File: config.mk
export PLATFORM = sky130hd
export DESIGN_NAME = lsu_bus_ctrl_flat
export DESIGN_NICKNAME = d
export VERILOG_FILES = /design/src/rtl/lsu_bus_ctrl_if.sv /design/src/rtl/lsu_bus_ctrl.sv /design/src/flat_wrapper.sv
export SDC_FILE = /design/constraint.sdc
export NUM_CORES = 1
export LEC_CHECK = 0
export BUFFER_PORTS_ARGS = -buffer_cell sky130_fd_sc_hd__clkbuf_2
export CAP_MARGIN = 30
export CORE_MARGIN = 2
export CORE_UTILIZATION = 53
export DETAILED_ROUTE_END_ITERATION = 16
export PLACE_DENSITY = 0.95
export SLEW_MARGIN = 20
export SYNTH_ARGS = -nofsm -noshare
export SYNTH_HDL_FRONTEND = slang
export SYNTH_SLANG_ARGS = --single-unit
File: constraint.sdc
create_clock -name clk -period 2.7 [get_ports clk]
set_input_delay 0.405 -clock clk [delete_from_list [all_inputs] [get_ports clk]]
set_output_delay 0.405 -clock clk [all_outputs]
set_load 0.02 [all_outputs]
File: src/rtl/lsu_bus_ctrl_if.sv
// Word-wide data-memory bus between the load/store unit and memory.
// Master drives the request side, slave returns ready/rvalid/rdata.
interface lsu_bus_ctrl_if #(
   parameter int DATA_WIDTH = 32
) ();
   logic                    bus_valid;
   logic                    bus_ready;
   logic                    bus_we;
   logic [DATA_WIDTH-1:0]   bus_addr;
   logic [DATA_WIDTH/8-1:0] bus_wstrb;
   logic [DATA_WIDTH-1:0]   bus_wdata;
   logic                    bus_rvalid;
   logic [DATA_WIDTH-1:0]   bus_rdata;
   logic                    bus_err;

   modport master (
      output bus_valid, bus_we, bus_addr, bus_wstrb, bus_wdata, bus_err,
      input  bus_ready, bus_rvalid, bus_rdata
   );

   modport slave (
      input  bus_valid, bus_we, bus_addr, bus_wstrb, bus_wdata, bus_err,
      output bus_ready, bus_rvalid, bus_rdata
   );
endinterface

File: src/rtl/lsu_bus_ctrl.sv
// Load/store unit: AddrMode access code -> valid/ready word bus transaction.
// Optional LSU_TIMEOUT_EN aborts a stuck bus access after TIMEOUT_CYCLES.
module lsu_bus_ctrl #(
   parameter int DATA_WIDTH     = 32,
   parameter int TIMEOUT_CYCLES = 255
) (
   input  logic                  clk,
   input  logic                  rst,
   input  logic                  req_valid,
   input  logic [3:0]            AddrMode,
   input  logic [DATA_WIDTH-1:0] addr,
   input  logic [DATA_WIDTH-1:0] wdata,
   output logic                  stall,
   output logic                  done,
   output logic [DATA_WIDTH-1:0] rdata,
   output logic                  misalign_err,
   lsu_bus_ctrl_if.master        bus
);
   typedef enum logic [2:0] {
      S_IDLE, S_REQ, S_WAIT, S_FIN, S_ERR
   } state_t;

   state_t      r_state, w_next;
   logic [2:0]  r_mode;
   logic [31:0] r_addr, r_wdata, r_rdata;
   logic        r_to;
   logic        w_accept, w_mis, w_store, w_hs, w_tmo;
   logic [7:0]  w_byte;
   logic [15:0] w_half;
   logic [31:0] w_ext, w_wdata;
   logic [3:0]  w_wstrb;

   assign w_accept = req_valid & ~AddrMode[3];
   assign w_store  = (r_mode >= 3'd5);
   assign w_hs     = bus.bus_valid & bus.bus_ready;

   always_comb begin
      w_mis = 1'b0;
      unique case (AddrMode[2:0])
         3'd1, 3'd4, 3'd6: w_mis = addr[0];
         3'd2, 3'd7:       w_mis = |addr[1:0];
         default:          w_mis = 1'b0;
      endcase
   end

`ifdef LSU_TIMEOUT_EN
   logic [31:0] r_cnt;

   always_ff @(posedge clk) begin
      if (rst)
         r_cnt <= '0;
      else if (r_state == S_REQ || r_state == S_WAIT)
         r_cnt <= r_cnt + 32'd1;
      else
         r_cnt <= '0;
   end

   assign w_tmo = (r_state == S_REQ || r_state == S_WAIT) &&
                  (r_cnt == 32'(TIMEOUT_CYCLES - 1));
`else
   // no timeout build: the limit is irrelevant and never fires
   assign w_tmo = (TIMEOUT_CYCLES < 0);
`endif

   always_comb begin
      w_byte = 8'h00;
      unique case (r_addr[1:0])
         2'd0: w_byte = bus.bus_rdata[7:0];
         2'd1: w_byte = bus.bus_rdata[15:8];
         2'd2: w_byte = bus.bus_rdata[23:16];
         2'd3: w_byte = bus.bus_rdata[31:24];
         default: w_byte = 8'h00;
      endcase
      w_half = r_addr[1] ? bus.bus_rdata[31:16] : bus.bus_rdata[15:0];
      w_ext  = bus.bus_rdata;
      unique case (r_mode)
         3'd0: w_ext = {{24{w_byte[7]}}, w_byte};
         3'd1: w_ext = {{16{w_half[15]}}, w_half};
         3'd3: w_ext = {24'h0, w_byte};
         3'd4: w_ext = {16'h0, w_half};
         default: w_ext = bus.bus_rdata;
      endcase
   end

   always_comb begin
      w_wstrb = 4'b0000;
      w_wdata = 32'h0;
      unique case (r_mode)
         3'd5: begin
            w_wstrb = 4'b0001 << r_addr[1:0];
            w_wdata = {4{r_wdata[7:0]}};
         end
         3'd6: begin
            w_wstrb = r_addr[1] ? 4'b1100 : 4'b0011;
            w_wdata = {2{r_wdata[15:0]}};
         end
         3'd7: begin
            w_wstrb = 4'b1111;
            w_wdata = r_wdata;
         end
         default: begin
            w_wstrb = 4'b0000;
            w_wdata = 32'h0;
         end
      endcase
   end

   always_ff @(posedge clk) begin
      if (rst)
         r_state <= S_IDLE;
      else
         r_state <= w_next;
   end

   always_comb begin
      w_next = r_state;
      unique case (r_state)
         S_IDLE: if (w_accept) w_next = w_mis ? S_ERR : S_REQ;
         S_REQ: begin
            if (w_hs)       w_next = w_store ? S_FIN : S_WAIT;
            else if (w_tmo) w_next = S_ERR;
         end
         S_WAIT: begin
            if (bus.bus_rvalid) w_next = S_FIN;
            else if (w_tmo)     w_next = S_ERR;
         end
         S_FIN:   w_next = S_IDLE;
         S_ERR:   w_next = S_IDLE;
         default: w_next = S_IDLE;
      endcase
   end

   always_ff @(posedge clk) begin
      if (rst) begin
         r_mode  <= 3'd0;
         r_addr  <= '0;
         r_wdata <= '0;
         r_rdata <= '0;
         r_to    <= 1'b0;
      end else begin
         if (r_state == S_IDLE) begin
            r_to <= 1'b0;
            if (w_accept) begin
               r_mode  <= AddrMode[2:0];
               r_addr  <= addr;
               r_wdata <= wdata;
               r_rdata <= '0;
            end
         end else if (w_tmo) begin
            r_to <= 1'b1;
         end
         if (r_state == S_WAIT && bus.bus_rvalid)
            r_rdata <= w_ext;
      end
   end

   always_comb begin
      stall         = 1'b0;
      done          = 1'b0;
      rdata         = '0;
      misalign_err  = 1'b0;
      bus.bus_valid = 1'b0;
      bus.bus_we    = 1'b0;
      bus.bus_addr  = '0;
      bus.bus_wstrb = '0;
      bus.bus_wdata = '0;
      bus.bus_err   = 1'b0;
      unique case (r_state)
         S_IDLE: stall = w_accept;
         S_REQ: begin
            stall         = 1'b1;
            bus.bus_valid = 1'b1;
            bus.bus_we    = w_store;
            bus.bus_addr  = {r_addr[31:2], 2'b00};
            bus.bus_wstrb = w_wstrb;
            bus.bus_wdata = w_wdata;
         end
         S_WAIT: stall = 1'b1;
         S_FIN: begin
            done  = 1'b1;
            rdata = r_rdata;
         end
         S_ERR: begin
            done         = 1'b1;
            misalign_err = ~r_to;
            bus.bus_err  = r_to;
         end
         default: stall = 1'b0;
      endcase
   end
endmodule

File: src/flat_wrapper.sv
// flat-port wrapper written by rule: the top's interface ports become plain ports
module lsu_bus_ctrl_flat 
#(
   parameter int DATA_WIDTH     = 32,
   parameter int TIMEOUT_CYCLES = 255
)
  (clk, rst, req_valid, AddrMode, addr, wdata, stall, done, rdata, misalign_err, bus_bus_valid, bus_bus_we, bus_bus_addr, bus_bus_wstrb, bus_bus_wdata, bus_bus_err, bus_bus_ready, bus_bus_rvalid, bus_bus_rdata);
  lsu_bus_ctrl_if #(.DATA_WIDTH(DATA_WIDTH)) bus_i ();
  input  logic clk;
  input  logic rst;
  input  logic req_valid;
  input  logic [3:0] AddrMode;
  input  logic [DATA_WIDTH-1:0] addr;
  input  logic [DATA_WIDTH-1:0] wdata;
  output logic stall;
  output logic done;
  output logic [DATA_WIDTH-1:0] rdata;
  output logic misalign_err;
  output wire logic [$bits(bus_i.bus_valid)-1:0] bus_bus_valid;
  output wire logic [$bits(bus_i.bus_we)-1:0] bus_bus_we;
  output wire logic [$bits(bus_i.bus_addr)-1:0] bus_bus_addr;
  output wire logic [$bits(bus_i.bus_wstrb)-1:0] bus_bus_wstrb;
  output wire logic [$bits(bus_i.bus_wdata)-1:0] bus_bus_wdata;
  output wire logic [$bits(bus_i.bus_err)-1:0] bus_bus_err;
  input wire logic [$bits(bus_i.bus_ready)-1:0] bus_bus_ready;
  input wire logic [$bits(bus_i.bus_rvalid)-1:0] bus_bus_rvalid;
  input wire logic [$bits(bus_i.bus_rdata)-1:0] bus_bus_rdata;
  assign bus_bus_valid = bus_i.bus_valid;
  assign bus_bus_we = bus_i.bus_we;
  assign bus_bus_addr = bus_i.bus_addr;
  assign bus_bus_wstrb = bus_i.bus_wstrb;
  assign bus_bus_wdata = bus_i.bus_wdata;
  assign bus_bus_err = bus_i.bus_err;
  assign bus_i.bus_ready = bus_bus_ready;
  assign bus_i.bus_rvalid = bus_bus_rvalid;
  assign bus_i.bus_rdata = bus_bus_rdata;
  lsu_bus_ctrl #(.DATA_WIDTH(DATA_WIDTH), .TIMEOUT_CYCLES(TIMEOUT_CYCLES)) u_core (.clk(clk), .rst(rst), .req_valid(req_valid), .AddrMode(AddrMode), .addr(addr), .wdata(wdata), .stall(stall), .done(done), .rdata(rdata), .misalign_err(misalign_err), .bus(bus_i));
endmodule
==> results of run 1 <==
-- state kept, by name (all words and copies together), names as in the netlist --
signal and count:
u_core.r_state 3, u_core.r_mode 3, u_core.r_addr 32, u_core.r_wdata 32, u_core.r_rdata 32
-- routing by layer --
metal / global-route usage / wire length (µm) / share of wire
met1: 0.336 / 6170 / 0.41
met2: 0.462 / 7330 / 0.49
met3: 0.0501 / 1140 / 0.076
met4: 0.0859 / 342 / 0.023
met5: 0 / 0 / 0
-- stage by stage --
step                      instance area [µm²]  setup WS (ns)  instances  hold slack (ns)   util
after floorplan                          5320          0.585        690            0.424      -
after global placement                   6380          0.621        991            0.436  0.653
after detailed placement                 6380          0.605        991            0.442  0.653
after CTS                                6560          0.215       1007            0.246  0.671
after global routing                     6560         0.0402       1007            0.242  0.671
final                                    6560          0.176       1007            0.257  0.671
-- worst max path at each step --
| stage | end | cells past startpoint |
|---|---|---|
| CTS | bus_bus_wdata[1] | 6 |
| finish | bus_bus_wdata[1] | 6 |
| global route | bus_bus_wdata[0] | 6 |
| floorplan | bus_bus_wdata[0] | 5 |
| detailed placement | u_core.r_state[2] | 5 |
| global placement | u_core.r_state[2] | 5 |
-- cell type report --
| cell class | count | area, µm² | area share |
|---|---|---|---|
| clock buffer | 11 | 141 | 0.0216 |
| clock inverter | 5 | 35.0 | 0.00534 |
| inverter | 9 | 33.8 | 0.00515 |
| multi-input combinational | 520 | 2950 | 0.450 |
| sequential | 102 | 2040 | 0.311 |
| tap | 133 | 166 | 0.0254 |
| timing repair buffer | 227 | 1190 | 0.181 |
-- cells in the mapped netlist (6+ instances only) --
master     number  area share
and2_1         70       0.082
clkbuf_1       34       0.024
o2bb2ai_2      10       0.028
buf_6           6       0.013
o21ai_0        15       0.014
o32ai_1         7       0.012
a22oi_1        23       0.032
dfxtp_1       102        0.38
inv_1           9      0.0064
nor2b_1        10       0.012
nand2_1       140       0.099
o22ai_1         7      0.0082
nor2_1         56       0.040
and3_1          9       0.011
a21oi_1        90       0.085
nor3_1         17       0.016
mux2_2          7       0.015
mux2i_1        10       0.019
o2bb2ai_1       8       0.013
buf_2          10      0.0094
-- kinds of logic after synthesis --
| kind of cell | after synthesis | share of synthesized area |
|---|---|---|
| muxes | 19 | 0.0405 |
| DFF | 102 | 0.384 |
| AOI/OAI and AO/OA | 173 | 0.216 |
| and+or+nand+nor | 323 | 0.291 |
| other | 1 | 0.000706 |
| buffers and inverters | 68 | 0.0638 |
| xor gates and xnor gates | 2 | 0.00330 |
-- report_power, final --
group	switching, mW	internal [mW]
registers	0.0518	1.56
clock network	0.515	0.362
logic	0.278	0.188
total	0.845	2.11
-- worst max-delay path, stage by stage (launching register included) --
cell	delay, ns
dfxtp_1	0.41
buf_4	0.20
nor2b_1	0.22
nand3b_1	0.13
nor2_1	0.44
and2_1	0.21
clkbuf_2	0.17
-- cells in the final DEF, fill, tap and decap left out, types with 2 or more instances in the layout --
cell type  instances
nor2_1            56
and2_1            70
o2bb2ai_2         10
o32ai_1            7
inv_1              9
and3_1             9
conb_1             3
o21ai_0           15
o2bb2ai_1          8
nor4_2             2
clkbuf_2         207
o22ai_1            7
nand2b_1           3
nor2b_1           10
mux2i_1           10
a21oi_1           90
clkinv_4           2
or2_2              2
nand2_1          140
nor3_1            17
dfxtp_1          102
mux2_2             7
clkbuf_8          10
a22o_1             2
and3b_1            2
buf_4             20
clkinv_2           2
a22oi_1           23
==> run summary, run 1 <==
Outcome = completed
Row count = 36
Clk pin slew, worst setup/hold paths = 0.10 ns
Die Wd = 104 µm
Final Max Slew Viols = 0
RR Startpoint = u_core.r_mode[0]
Max-cap violation count = 0
Initial antenna violation count = 0
1st-iter DRT viols = 402
DR WL/cell = 14.9 µm
Hold depth = 3
Worst-skew pair later-pin latency = 0.35 ns
Fin crit period = 2.52 ns
Clock root cell = clkbuf_8
GRT Resource Usage Total = 0.267
Number of flops mapped to enable cells by yosys = 0
Synth async-reset ratio = 0
Req. time, crit path = 2.30 ns
Slew @ Worst Pin = 0.821 ns
# resized after CTS = 0
Critical path type = flip-flop to output pin
Final ANT Viol Nets = 0
Mean Syn Cell Area = 7.72 µm²
Hold Crit Endpoint = u_core.r_wdata[13]
Largest net degree at the start of global routing = 69
Vias in the first global route = 4995
Setup TNS = 0 ns
DP HPWL = 10.8 mm
Drt via density = 5.47
Critical Path End Type = output pin
Initial core utilization = 0.544
Static Leak = 2.83 nW
Layout cells sized above 1 = 0.312
Syn Inst Count = 688
Post-CTS Hold Buffers = 0
Period utilisation layout = 0.935
Max Fanout on Critical Path = 9
Layout area overhead = 23.4%
Clk_skew = 0.0103 ns
Seq/Total Area, Yosys = 0.384
Tot Pwr = 2.96 mW
Final setup vio count = 0
PwrDens = 451 mW/mm²
Clk buf depth = 2
Worst Setup Start Kind = flip-flop
Die Y = 104 µm
Mapped Area = 0.00531 mm²
R2r endpoint = u_core.r_rdata[8]
First-pass GRT wire length = 24.2 mm
H-tree depth = 3
Number of setup buffers added after CTS = 0
Primary FF master, synth = dfxtp_1
ANT cells = 0
Endpoints failing hold = 0
Seq cells post-synth = 102
IO Pins = 211
Port bufs = 207
Fmax = 396 MHz
Hold/Removal Path Class = input port to flip-flop
Register-to-register setup slack = 0.57 ns
HP Start = wdata[13]
Fin nets = 974
Core Area = 0.00977 mm²
Headroom to the max-slew limit = 0.448
Unique masters post-synth = 55
Vias post-DR = 5510
CTS tree = yes
Ys Warns = 0
Final wirelength = 15.0 mm
Clock net sink count = 102
Unrepaired setup endpoints after global routing = false
Fillers = 850
Routability cong. = 0.910
Die area = 0.0108 mm²
Worst EP arrival = 2.12 ns
Total grt overflow = 0
Drt pass-1 iters = 5
Reg2Reg Depth = 5
Maximum VDD drop = 0.317 mV
CTS Buf Count = 9
DRC violations left = 0
Critical path origin = u_core.r_state[0]
Note: power is estimated with default switching activity, not from simulation.
==> run 2, diff against run 1 <==
Settings changed: ABC_AREA from default to 1, CORE_UTILIZATION 53 to 55, CTS_BUF_LIST from default to sky130_fd_sc_hd__clkbuf_8.
==> run 2 against run 1 <==
Effect of this change:
- via count rose by 11%
- utilization rose by 2.6 points
- flip-flop and latch count did not move
- synthesized cell count rose by 30%
- setup slack got worse by 0.059 ns
- register-to-register slack improved by 0.20 ns
- critical endpoint is now bus_bus_wdata[31]
- largest power group unchanged
- highest routed layer unchanged
==> run summary, run 2 <==
GR peak layer = met2
Synth async-reset ratio = 0 (unchanged)
Die Wd = 105 µm (+0.94%)
Clk buf depth = 2 (unchanged)
Headroom to the max-slew limit = 0.563 (+0.114)
Clk pin slew, worst setup/hold paths = 0.12 ns (+0.02 ns)
Grt met3 use = 0.0761 (+0.0260)
Number of flops mapped to enable cells by yosys = 0 (unchanged)
DRC violations left = 0 (unchanged)
Drt pass-1 iters = 7 (+2)
Outcome = completed
Unique masters post-synth = 31 (-44%)
Fin nets = 1174 (+21%)
Seq cells post-synth = 102 (unchanged)
Mean Syn Cell Area = 6.28 µm² (-19%)
Period utilisation layout = 0.957 (+0.0220)
Commonest non-fill, non-tap cell in the layout = clkbuf_2
Mapped Area = 0.00562 mm² (+5.8%)
Top flop regs = u_core.r_addr (32), u_core.r_rdata (32), u_core.r_wdata (32)
Synth area leaders = dfxtp_1, nand2_1, nor2_1, inv_1, a211oi_1
Most frequent cells in the layout = clkbuf_2, nand2_1, nor2_1
Port bufs = 207 (unchanged)
Unrepaired setup endpoints after global routing = false
Total grt overflow = 0 (unchanged)
Vias in the first global route = 5284 (+5.8%)
Initial core utilization = 0.570 (+0.0264)
ANT cells = 0 (unchanged)
Max Fanout on Critical Path = 11 (+2)
CTS Buf Count = 9 (unchanged)
Critical Path End Type = output pin
Setup TNS = 0 ns (unchanged)
1st-iter DRT viols = 449 (+12%)
Seq/Total Area, Yosys = 0.363 (-0.0211)
H-tree depth = 3 (unchanged)
Met2 GRT Util = 0.429 (-0.0329)
Register-to-register setup slack = 0.77 ns (+0.20 ns)
Final ANT Viol Nets = 0 (unchanged)
Worst EP arrival = 2.18 ns (+0.06 ns)
Fmax = 387 MHz (-2.3%)
Top-count cell post-synth = nand2_1
Largest net degree at the start of global routing = 72 (+4.3%)
Max-cap violation count = 0 (unchanged)
Core Area = 0.00986 mm² (+0.92%)
Tot Pwr = 3.52 mW (+19%)
Worst Setup Start Kind = flip-flop
Die Y = 105 µm (+0.94%)
Slew @ Worst Pin = 0.656 ns (-0.165 ns)
Final setup vio count = 0 (unchanged)
Clk_skew = 0.0165 ns (+0.00625 ns)
Synth top area share = 0.363 (-0.0211)
GRT Resource Usage Total = 0.277 (+0.00955)
Vias post-DR = 6111 (+11%)
Synth area leader = dfxtp_1
Req. time, crit path = 2.30 ns (about the same)
Final wirelength = 15.7 mm (+5.0%)
Ys Warns = 0 (unchanged)
Critical path type = flip-flop to output pin
Row count = 36 (unchanged)
Synth top cells by count = nand2_1, nor2_1, inv_1
Fin crit period = 2.58 ns (+0.0594 ns)
Maximum VDD drop = 0.326 mV (+2.9%)
Clock root cell = clkbuf_8
PwrDens = 512 mW/mm² (+13%)
Drt via density = 5.06 (-7.5%)
Primary FF master, synth = dfxtp_1
DR WL/cell = 13.0 µm (-12%)
Worst-skew pair later-pin latency = 0.38 ns (+0.03 ns)
Hold/Removal Path Class = input port to flip-flop
Layout cells sized above 1 = 0.241 (-0.0712)
Clock net sink count = 102 (unchanged)
Static Leak = 3.30 nW (+17%)
GRT met1 Usage = 0.371 (+0.0354)
Final Max Slew Viols = 0 (unchanged)
DP HPWL = 11.6 mm (+7.6%)
Die area = 0.0110 mm² (+1.9%)
Layout area overhead = 22.3%
Initial antenna violation count = 0 (unchanged)
Syn Inst Count = 896 (+30%)
CTS tree = yes
IO Pins = 211 (unchanged)
Endpoints failing hold = 0 (unchanged)
Routability cong. = 0.961 (+5.6%)
First-pass GRT wire length = 25.0 mm (+3.5%)
-- run 2: changes by cell type after synthesis, moves of 16 or more --
cell / before / now
a21oi_1: 90 / 71
a22oi_1: 23 / 0
nor3_1: 17 / 1
inv_1: 9 / 142
a211oi_1: 1 / 51
nand2_1: 140 / 192
nand3_1: 1 / 26
nor2_1: 56 / 182
and2_1: 70 / 0
-- run 2: worst paths after layout --
kind / startpoint / to / cells after the start
setup reg to reg: u_core.r_mode[1] / u_core.r_rdata[15] / 7
setup / recovery: u_core.r_mode[2] / bus_bus_wdata[31] / 8
hold / removal: wdata[16] / u_core.r_wdata[16] / 3
hold reg to reg: u_core.r_rdata[18] / u_core.r_rdata[18] / 2
-- run 2: logic make-up after synthesis --
kind of cell	count (synthesis)	synth area share
DFF	102	0.363
buffers and inverters	204	0.146
other	1	0.000667
and+or+nand+nor	418	0.300
AOI/OAI and AO/OA	171	0.190
-- run 2: through the flow --
stage	util	hold slack, ns	cells	setup slack (ns)	cell area, µm²
after floorplan	-	0.440	898	0.774	5630
after global placement	0.675	0.449	1191	0.612	6660
after detailed placement	0.675	0.454	1191	0.540	6660
after CTS	0.697	0.229	1207	0.127	6880
after global routing	0.697	0.234	1207	0.00238	6880
final	0.697	0.238	1207	0.117	6880
-- run 2: cell type report --
cell class                      count  area (µm²)
Fill cell                         868        2990
Multi-Input combinational cell    592        2780
Sequential cell                   102        2040
Timing Repair Buffer              216        1120
Inverter                          148         558
Tap cell                          133         166
Clock buffer                        9         124
Clock inverter                      7        88.8
-- run 2: where the power goes --
part,internal (mW),leakage (nW),switching [mW],total (mW)
Sequential,1.61,0.833,0.0621,1.68
Clock,0.383,0.107,0.627,1.01
Combinational,0.265,2.36,0.568,0.833
-- run 2: timing repair --
action                                  in CTS  in global routing
hold buffers                                 0                  0
resized for setup                            0                  1
endpoints found under the setup margin       0                  1
buffers inserted                             0                  0
-- run 2: worst max-delay path, stage by stage, from the launching register on --
cell	delay, ns
dfxtp_1	0.58
nand2_4	0.15
nor2_4	0.28
nand2_1	0.13
o21ai_0	0.12
a21oi_1	0.05
or2_2	0.29
inv_1	0.05
clkbuf_2	0.15
-- run 2: routing by layer --
metal  part of all wire  wire length, µm  vias up
met4              0.022              351        0
met2               0.46             7230      283
met3              0.097             1530       35
met1               0.42             6630     2664
li1                   -                -     3129
met5                  0                0        -
==> run 3, diff against run 2 <==
Settings changed: ABC_CLOCK_PERIOD_IN_PS from default to 2700, PLACE_DENSITY 0.95 to default, PLACE_DENSITY_LB_ADDON from default to 0.1, SLEW_MARGIN 20 to default.
==> run 3 against run 2 <==
Effect of this change:
- count of clock-buffer cells in the layout increased by 1
- fmax increased by 5.1%
- first-iteration DRC count is 22% lower
- non-clock buffer count is 4 higher
==> run summary, run 3 (synthesis results as in run 2) <==
Outcome = completed
Req. time, crit path = 2.30 ns (about the same)
Post-route insts no fill = 1211 (+0.33%)
Buf+Inv Stages, Crit Path = 2 (unchanged)
GRT met1 Usage = 0.369 (-0.00165)
Worst Setup Start Kind = flip-flop
Max-cap violation count = 0 (unchanged)
Core Area = 0.00986 mm² (unchanged)
Die Wd = 105 µm (unchanged)
DP Cell Count = 1192 (+0.084%)
CTS tree = yes
H-tree depth = 3 (unchanged)
1st-iter DRT viols = 351 (-22%)
Unrepaired setup endpoints after global routing = false
Met2 GRT Util = 0.450 (+0.0213)
Vias in the first global route = 5494 (+4.0%)
RR Startpoint = u_core.r_state[0]
Final wirelength = 15.4 mm (-2.2%)
IO Pins = 211 (unchanged)
Static Leak = 3.32 nW (+0.40%)
Initial core utilization = 0.570 (unchanged)
Slew @ Worst Pin = 0.965 ns (+0.310 ns)
Drt via density = 5.03 (-0.62%)
Slowest cell on crit path = dfxtp_1
Setup TNS = 0 ns (unchanged)
Endpoints failing hold = 0 (unchanged)
Fin nets = 1178 (+0.34%)
Total grt overflow = 0 (unchanged)
Commonest non-fill, non-tap cell in the layout = clkbuf_2
Final setup vio count = 0 (unchanged)
Clock root cell = clkbuf_8
Maximum VDD drop = 0.342 mV (+4.9%)
Clk_skew = 0.0140 ns (-0.00256 ns)
Final worst slack = 0.243 ns (+0.126 ns)
First-pass GRT wire length = 25.3 mm (+1.1%)
DRC violations left = 0 (unchanged)
Multi-input logic area = 0.00277 mm² (-0.18%)
Critical path, cell by cell = nand3_4 -> o21ai_0 -> a21oi_1 -> or2_2 -> inv_1 -> clkbuf_2
CP delay by family, top = simple AND/OR/NAND/NOR gates
Initial antenna violation count = 0 (unchanged)
Layout cells sized above 1 = 0.244 (+0.00282)
Headroom to the max-slew limit = 0.356 (-0.206)
GRT Resource Usage Total = 0.278 (+0.00152)
Routability cong. = 0.936 (-2.6%)
Max Fanout on Critical Path = 18 (+7)
Layout area overhead = 22.3% (about the same)
Top flop regs = u_core.r_addr (32), u_core.r_rdata (32), u_core.r_wdata (32)
Grt met3 use = 0.0561 (-0.0200)
Clk pin slew, worst setup/hold paths = 0.10 ns (-0.02 ns)
HP Start = wdata[25]
Worst EP arrival = 2.05 ns (-0.13 ns)
DR WL/cell = 12.7 µm (-2.6%)
Fillers = 965 (+11%)
Die area = 0.0110 mm² (unchanged)
Fmax = 407 MHz (+5.1%)
Critical path origin = u_core.r_mode[1]
DP HPWL = 11.4 mm (-1.7%)
Final ANT Viol Nets = 0 (unchanged)
Worst-skew pair later-pin latency = 0.36 ns (-0.02 ns)
Period utilisation layout = 0.910 (-0.0466)
Most frequent cells in the layout = clkbuf_2, nand2_1, nor2_1
CTS Buf Count = 9 (unchanged)
Clk buf depth = 2 (unchanged)
Port bufs = 207 (unchanged)
Pre-CTS setup slack = 0.492 ns (-0.0474 ns)
Clock net sink count = 102 (unchanged)
Vias post-DR = 6093 (-0.29%)
Final Max Slew Viols = 0 (unchanged)
Hold/Removal Path Class = input port to flip-flop
Die Y = 105 µm (unchanged)
Final Util = 0.697 (about the same)
Critical Path End Type = output pin
GR peak layer = met2
Critical path type = flip-flop to output pin
ANT cells = 0 (unchanged)
Drt pass-1 iters = 5 (-2)
Fin crit period = 2.46 ns (-0.126 ns)
Row count = 36 (unchanged)
Largest net degree at the start of global routing = 107 (+49%)
Post-CTS Hold Buffers = 0 (unchanged)
Crit-path max cell delay = 0.51 ns (-0.07 ns)
PwrDens = 501 mW/mm² (-2.0%)
Seq. cell area = 0.00204 mm² (about the same)
[run 3: through the flow]
| stage | power (mW) | hold WS [ns] | area, µm² |
|---|---|---|---|
| finish | 3.45 | 0.257 | 6880 |
| CTS | 3.46 | 0.248 | 6850 |
| global placement | 2.52 | 0.449 | 6670 |
| detailed placement | 2.53 | 0.453 | 6670 |
| global route | 3.66 | 0.253 | 6880 |
| floorplan | 2.29 | 0.440 | 5630 |
[run 3: what timing repair did]
action                                  in CTS  in global routing
endpoints found under the setup margin       0                  3
hold endpoints to repair                     0                  0
setup buffers                                0                  3
gates resized for setup                      0                  2
[run 3: final cells by class]
class,instances,share of cell area
Timing Repair Buffer,220,0.167
Clock buffer,10,0.0200
Multi-Input combinational cell,592,0.403
Inverter,148,0.0811
Tap cell,133,0.0242
Clock inverter,6,0.00746
Sequential cell,102,0.297
[run 3: power by group]
group / switching (mW) / leakage [nW] / total [mW] / internal, mW
sequential: 0.0587 / 0.833 / 1.67 / 1.61
combinational: 0.566 / 2.38 / 0.836 / 0.270
clock: 0.562 / 0.0996 / 0.940 / 0.378
total: 1.19 / 3.32 / 3.45 / 2.26
[run 3: final timing paths]
path | endpoint | slack [ns] | cells past startpoint
hold / removal | u_core.r_wdata[25] | 0.26 | 3
setup reg to reg | u_core.r_addr[12] | 0.74 | 7
hold reg to reg | u_core.r_rdata[26] | 0.47 | 2
setup / recovery | bus_bus_wdata[31] | 0.24 | 6
[run 3: tightest hold or removal path, cell delays in order]
cell and delay [ns]:
clkbuf_2 0.08, nand2_1 0.05, a21oi_1 0.05
[run 3: per-layer routing]
layer | part of all wire | up-vias | wire, µm
met1 | 0.44 | 2691 | 6800
met4 | 0.021 | 0 | 328
met5 | 0 | - | 0
met2 | 0.46 | 240 | 7090
met3 | 0.076 | 27 | 1180
li1 | - | 3135 | -
